`src/rtl/intersection_phase_ctrl.sv`:
```
// Two-road intersection phase sequencer: rests in NS green, serves EW on latched
// car or pedestrian requests, with yellow and all-red clearance between roads.
module intersection_phase_ctrl #(
    parameter int CW       = 5,
    parameter int GREEN_T  = 20,
    parameter int YELLOW_T = 3,
    parameter int ALLRED_T = 2
) (
    input  logic          clk_i,
    input  logic          rst_i,
    input  logic          tick_i,
    input  logic          ew_req_i,
    input  logic          ped_req_i,
    output logic          ped_ack_o,
    output logic          ped_walk_o,
    output logic          ns_red_o,
    output logic          ns_yellow_o,
    output logic          ns_green_o,
    output logic          ew_red_o,
    output logic          ew_yellow_o,
    output logic          ew_green_o,
    output logic [2:0]    phase_o,
    output logic [CW-1:0] cnt_out_o
);

    typedef enum logic [2:0] {
        NS_G = 3'd0,
        NS_Y = 3'd1,
        AR_A = 3'd2,
        EW_G = 3'd3,
        EW_Y = 3'd4,
        AR_B = 3'd5
    } phase_e;

    localparam logic [CW-1:0] GREEN_D  = CW'(GREEN_T);
    localparam logic [CW-1:0] YELLOW_D = CW'(YELLOW_T);
    localparam logic [CW-1:0] ALLRED_D = CW'(ALLRED_T);
    localparam logic [CW-1:0] ONE      = CW'(1);

    phase_e        state_q, state_d;
    logic [CW-1:0] cnt_q, cnt_d;
    logic          ew_pend_q, ew_pend_d;
    logic          ped_pend_q, ped_pend_d;
    logic          ped_serve_q, ped_serve_d;
    logic          ped_ack_q, ped_ack_d;

    logic expire;
    logic enter_ewg;
    logic leave_ewg;

    assign expire    = tick_i && (cnt_q == ONE);
    assign enter_ewg = (state_q == AR_A) && expire;
    assign leave_ewg = (state_q == EW_G) && expire;

    always_ff @(posedge clk_i) begin
        if (rst_i) begin
            state_q     <= NS_G;
            cnt_q       <= GREEN_D;
            ew_pend_q   <= 1'b0;
            ped_pend_q  <= 1'b0;
            ped_serve_q <= 1'b0;
            ped_ack_q   <= 1'b0;
        end else begin
            state_q     <= state_d;
            cnt_q       <= cnt_d;
            ew_pend_q   <= ew_pend_d;
            ped_pend_q  <= ped_pend_d;
            ped_serve_q <= ped_serve_d;
            ped_ack_q   <= ped_ack_d;
        end
    end

    // Phase sequencing and countdown; each phase lasts exactly its duration in ticks.
    always_comb begin
        state_d = state_q;
        cnt_d   = cnt_q;
        if (tick_i && cnt_q > ONE) begin
            cnt_d = cnt_q - ONE;
        end
        case (state_q)
            NS_G: begin
                if (expire) begin
                    if (ew_pend_q || ped_pend_q) begin
                        state_d = NS_Y;
                        cnt_d   = YELLOW_D;
                    end else begin
                        cnt_d   = GREEN_D;
                    end
                end
            end
            NS_Y: begin
                if (expire) begin
                    state_d = AR_A;
                    cnt_d   = ALLRED_D;
                end
            end
            AR_A: begin
                if (expire) begin
                    state_d = EW_G;
                    cnt_d   = GREEN_D;
                end
            end
            EW_G: begin
                if (expire) begin
                    state_d = EW_Y;
                    cnt_d   = YELLOW_D;
                end
            end
            EW_Y: begin
                if (expire) begin
                    state_d = AR_B;
                    cnt_d   = ALLRED_D;
                end
            end
            AR_B: begin
                if (expire) begin
                    state_d = NS_G;
                    cnt_d   = GREEN_D;
                end
            end
            default: begin
                // Corrupted encoding recovers through a full all-red clearance.
                state_d = AR_B;
                cnt_d   = ALLRED_D;
            end
        endcase
    end

    // Request latches: a request in the clearing cycle survives the clear.
    always_comb begin
        ew_pend_d   = ew_req_i  || (ew_pend_q  && !enter_ewg);
        ped_pend_d  = ped_req_i || (ped_pend_q && !enter_ewg);
        ped_serve_d = ped_serve_q;
        if (enter_ewg) begin
            ped_serve_d = ped_pend_q;
        end else if (leave_ewg) begin
            ped_serve_d = 1'b0;
        end
        ped_ack_d = enter_ewg && ped_pend_q;
    end

    // Lamps decode from registered state only; unknown codes show red both ways.
    always_comb begin
        ns_red_o    = 1'b1;
        ns_yellow_o = 1'b0;
        ns_green_o  = 1'b0;
        ew_red_o    = 1'b1;
        ew_yellow_o = 1'b0;
        ew_green_o  = 1'b0;
        case (state_q)
            NS_G: begin
                ns_red_o   = 1'b0;
                ns_green_o = 1'b1;
            end
            NS_Y: begin
                ns_red_o    = 1'b0;
                ns_yellow_o = 1'b1;
            end
            EW_G: begin
                ew_red_o   = 1'b0;
                ew_green_o = 1'b1;
            end
            EW_Y: begin
                ew_red_o    = 1'b0;
                ew_yellow_o = 1'b1;
            end
            default: ;
        endcase
    end

    assign phase_o    = state_q;
    assign cnt_out_o  = cnt_q;
    assign ped_walk_o = ped_serve_q && (state_q == EW_G);
    assign ped_ack_o  = ped_ack_q;

endmodule
```
`config.mk`:
```
export PLATFORM = sky130hd
export DESIGN_NAME = intersection_phase_ctrl
export DESIGN_NICKNAME = d
export VERILOG_FILES = /design/src/rtl/intersection_phase_ctrl.sv
export SDC_FILE = /design/constraint.sdc
export NUM_CORES = 1
export LEC_CHECK = 0
export CORE_MARGIN = 4
export CORE_UTILIZATION = 40
export CTS_CLUSTER_DIAMETER = 100
export CTS_CLUSTER_SIZE = 30
export DETAILED_ROUTE_END_ITERATION = 10
export PLACE_DENSITY_LB_ADDON = 0.12
export SKIP_CTS_REPAIR_TIMING = 1
export SYNTH_ARGS = -nofsm -noshare
export SYNTH_HDL_FRONTEND = slang
export SYNTH_SLANG_ARGS = --single-unit
```
`constraint.sdc`:
```
create_clock -name clk_i -period 1.4 [get_ports clk_i]
set_input_delay 0.28 -clock clk_i [delete_from_list [all_inputs] [get_ports clk_i]]
set_output_delay 0.28 -clock clk_i [all_outputs]
set_load 0.02 [all_outputs]
```
==> results.ini <==
[die]
io_pins = 21
coreArea_um2 = 1580
die_x_um = 49.6
die_h_um = 49.6
num_rows = 14
initial_utilization = 0.439
dieArea_um2 = 2460

[route]
vias = 772
drc_errors = 0
ant_nets = 0
dr.first_iter.drc_count = 9
routed_via_density = 5.32
wirelength_um = 1950
wl_per_cell_um = 13.4
drt-pass1-iter-count = 4

[synthesis]
synth_area_leaders = dfxtp_1 35%, nor2_1 6.5%, a21oi_1 4.3%
synth_edf_count = 0
synth_top_area_frac = 0.347
syn_inst = 89
netlist_top_cells_count = 12 x dfxtp_1, 12 x nor2_1, 7 x nand2_1
yosysWarnings = 0
ys_ff_latch = 12
synth_cell_types = 34
syn-cell-area_um2 = 692
synth.avg_cell_area_um2 = 7.77
yosysSeqAreaShare = 0.347
synth-main-ff-cell = dfxtp_1
async_flop_share = 0
synth.largest_area_cell = dfxtp_1
syn_nets = 96

[sta]
worst_pin_slew_ns = 0.316
clock_skew_ns = 0.0134
fin_crit_sh = 1.07
period_needed_ns = 1.50
max_freq_mhz = 667
hold_viol = 0
maxSlewHeadroom = 0.789
finalSetupViolCount = 5
drv_slew = 0
layout_setup_ws_ns = -0.0989
grt_setup_unrepaired = true

[worst_setup_path]
crit_path_start_kind = flip-flop
critical_path_class = reg2reg
critPathRequiredTime_ns = 1.61
cp_max_fo = 4
arrival_ns = 1.71
critPathCaptureType = flip-flop

[cts]
clk_latency_ns = 0.29
cts_made_buffers = 3
cts_tree = built
cts.htree.levels = 1
clkSinkCount = 12
path_clk_slew_ns = 0.09
cts_root_buffer = clkbuf_4
cts_buffer_depth = 2

[finish]
multi_input_area_um2 = 524
fin_nets = 137
layout.cells.non_filler = 145
fill_cells = 123
ff_latch_area_um2 = 260
fin_area_um2 = 1240
area_growth_pct = 78.8
drive_above_1_share = 0.488
antenna_cells = 0

[grt]
grt_max_degree = 12
grt_pass1_vias = 678
antenna_found_initial = 0
track_usage = 0.150
grt_overflow = 0
grt_pass1_wl_um = 2950

[place]
gp_congestion = 0.846
numPlacedInstances = 139
io_buffers = 20
place_hpwl_um = 1390
dp_worst_setup_slack_ns = -0.379
placed_area_um2 = 1090

[job]
maxCapViolations = 0

[power]
power.density_nw_per_um2 = 731
p_clk_frac = 0.318
seq_power_share = 0.428
internal_power_uw = 638
p_total_uw = 905
p_leak_nw = 0.622
power.share.switching = 0.295
p_comb_frac = 0.254
switchingPower_uw = 267
vdd_drop_max_uv = 659

[outcome]
failed_checks = setup timing
status = finished with violations

[hold_path]
hp-class = in2reg

==> path summary, 6_finish.rpt <==
check / startpoint / endpoint / slack (ns) / cells past startpoint
setup / recovery: cnt_out_o[0]$_SDFF_PP0_ / cnt_out_o[4]$_SDFF_PP1_ / -0.1 / 6
hold / removal: tick_i / cnt_out_o[1]$_SDFF_PP0_ / 0.50 / 3
setup reg to reg: cnt_out_o[0]$_SDFF_PP0_ / cnt_out_o[4]$_SDFF_PP1_ / -0.1 / 6
hold reg to reg: ew_pend_q$_SDFF_PP0_ / ew_pend_q$_SDFF_PP0_ / 0.51 / 2
==> cells by family (layout without fill, tap and decap cells) <==
logic type,Yosys count,in the layout,share of synthesized area
adders and majority gates,2,2,0.0362
and+or+nand+nor,41,41,0.315
muxes,2,2,0.0289
DFF,12,12,0.347
AOI/OAI and AO/OA,22,22,0.210
xor gates and xnor gates,1,1,0.0127
buffers and inverters,9,49,0.0506
==> power groups by stage <==
stage	clock, mW	sequential (mW)	combinational, mW
6_report	0.288	0.387	0.230
5_1_grt	0.316	0.392	0.255
4_1_cts	0.289	0.388	0.219
3_5_place_dp	0	0.396	0.218
3_3_place_gp	0	0.394	0.214
2_1_floorplan	0	0.415	0.0961
==> area by class of cell <==
cell class,instances,share of cell area
Timing Repair Buffer,40,0.301
Sequential cell,12,0.210
Clock buffer,4,0.0293
Tap cell,16,0.0162
Multi-Input combinational cell,68,0.424
Inverter,5,0.0192
==> critical path, stage by stage (launching register included) <==
cell and delay, ns:
dfxtp_4 0.38, inv_4 0.06, ha_4 0.12, nand2_2 0.05, or3_1 0.32, or3_1 0.32
a31oi_1 0.17
==> cells in the final DEF, fill, tap and decap left out, types with 4 or more instances in the layout <==
cell type,instances
buf_4,18
dlymetal6s2s_1,10
nor2_1,7
nand2_1,6
dfxtp_1,6
buf_6,6
nor2_4,5
dfxtp_4,5
a21oi_1,4
==> registers in the layout, summed over array words and instances, names as in the netlist, named ones only <==
register	cells
ped_pend_q	1
ped_serve_q	1
ped_ack_o	1
ew_pend_q	1
phase_o	2
cnt_out_o	5
==> layer usage <==
layer  track usage  vias up  wire, um
li1              -      396         -
met4        0.0415        0        29
met3        0.0392        4        85
met1         0.203      352       963
met2         0.231       20       869
met5             0        -         0
==> metrics by stage <==
| stage | hold slack [ns] | util | TNS [ns] |
|---|---|---|---|
| floorplan | 0.397 | - | -0.138 |
| global placement | 0.464 | 0.689 | -4.10 |
| detailed placement | 0.474 | 0.689 | -4.39 |
| CTS | 0.487 | 0.712 | -6.06 |
| global route | 0.504 | 0.785 | -0.796 |
| finish | 0.497 | 0.785 | -0.265 |
No activity file was read; power rests on OpenSTA's default activity.
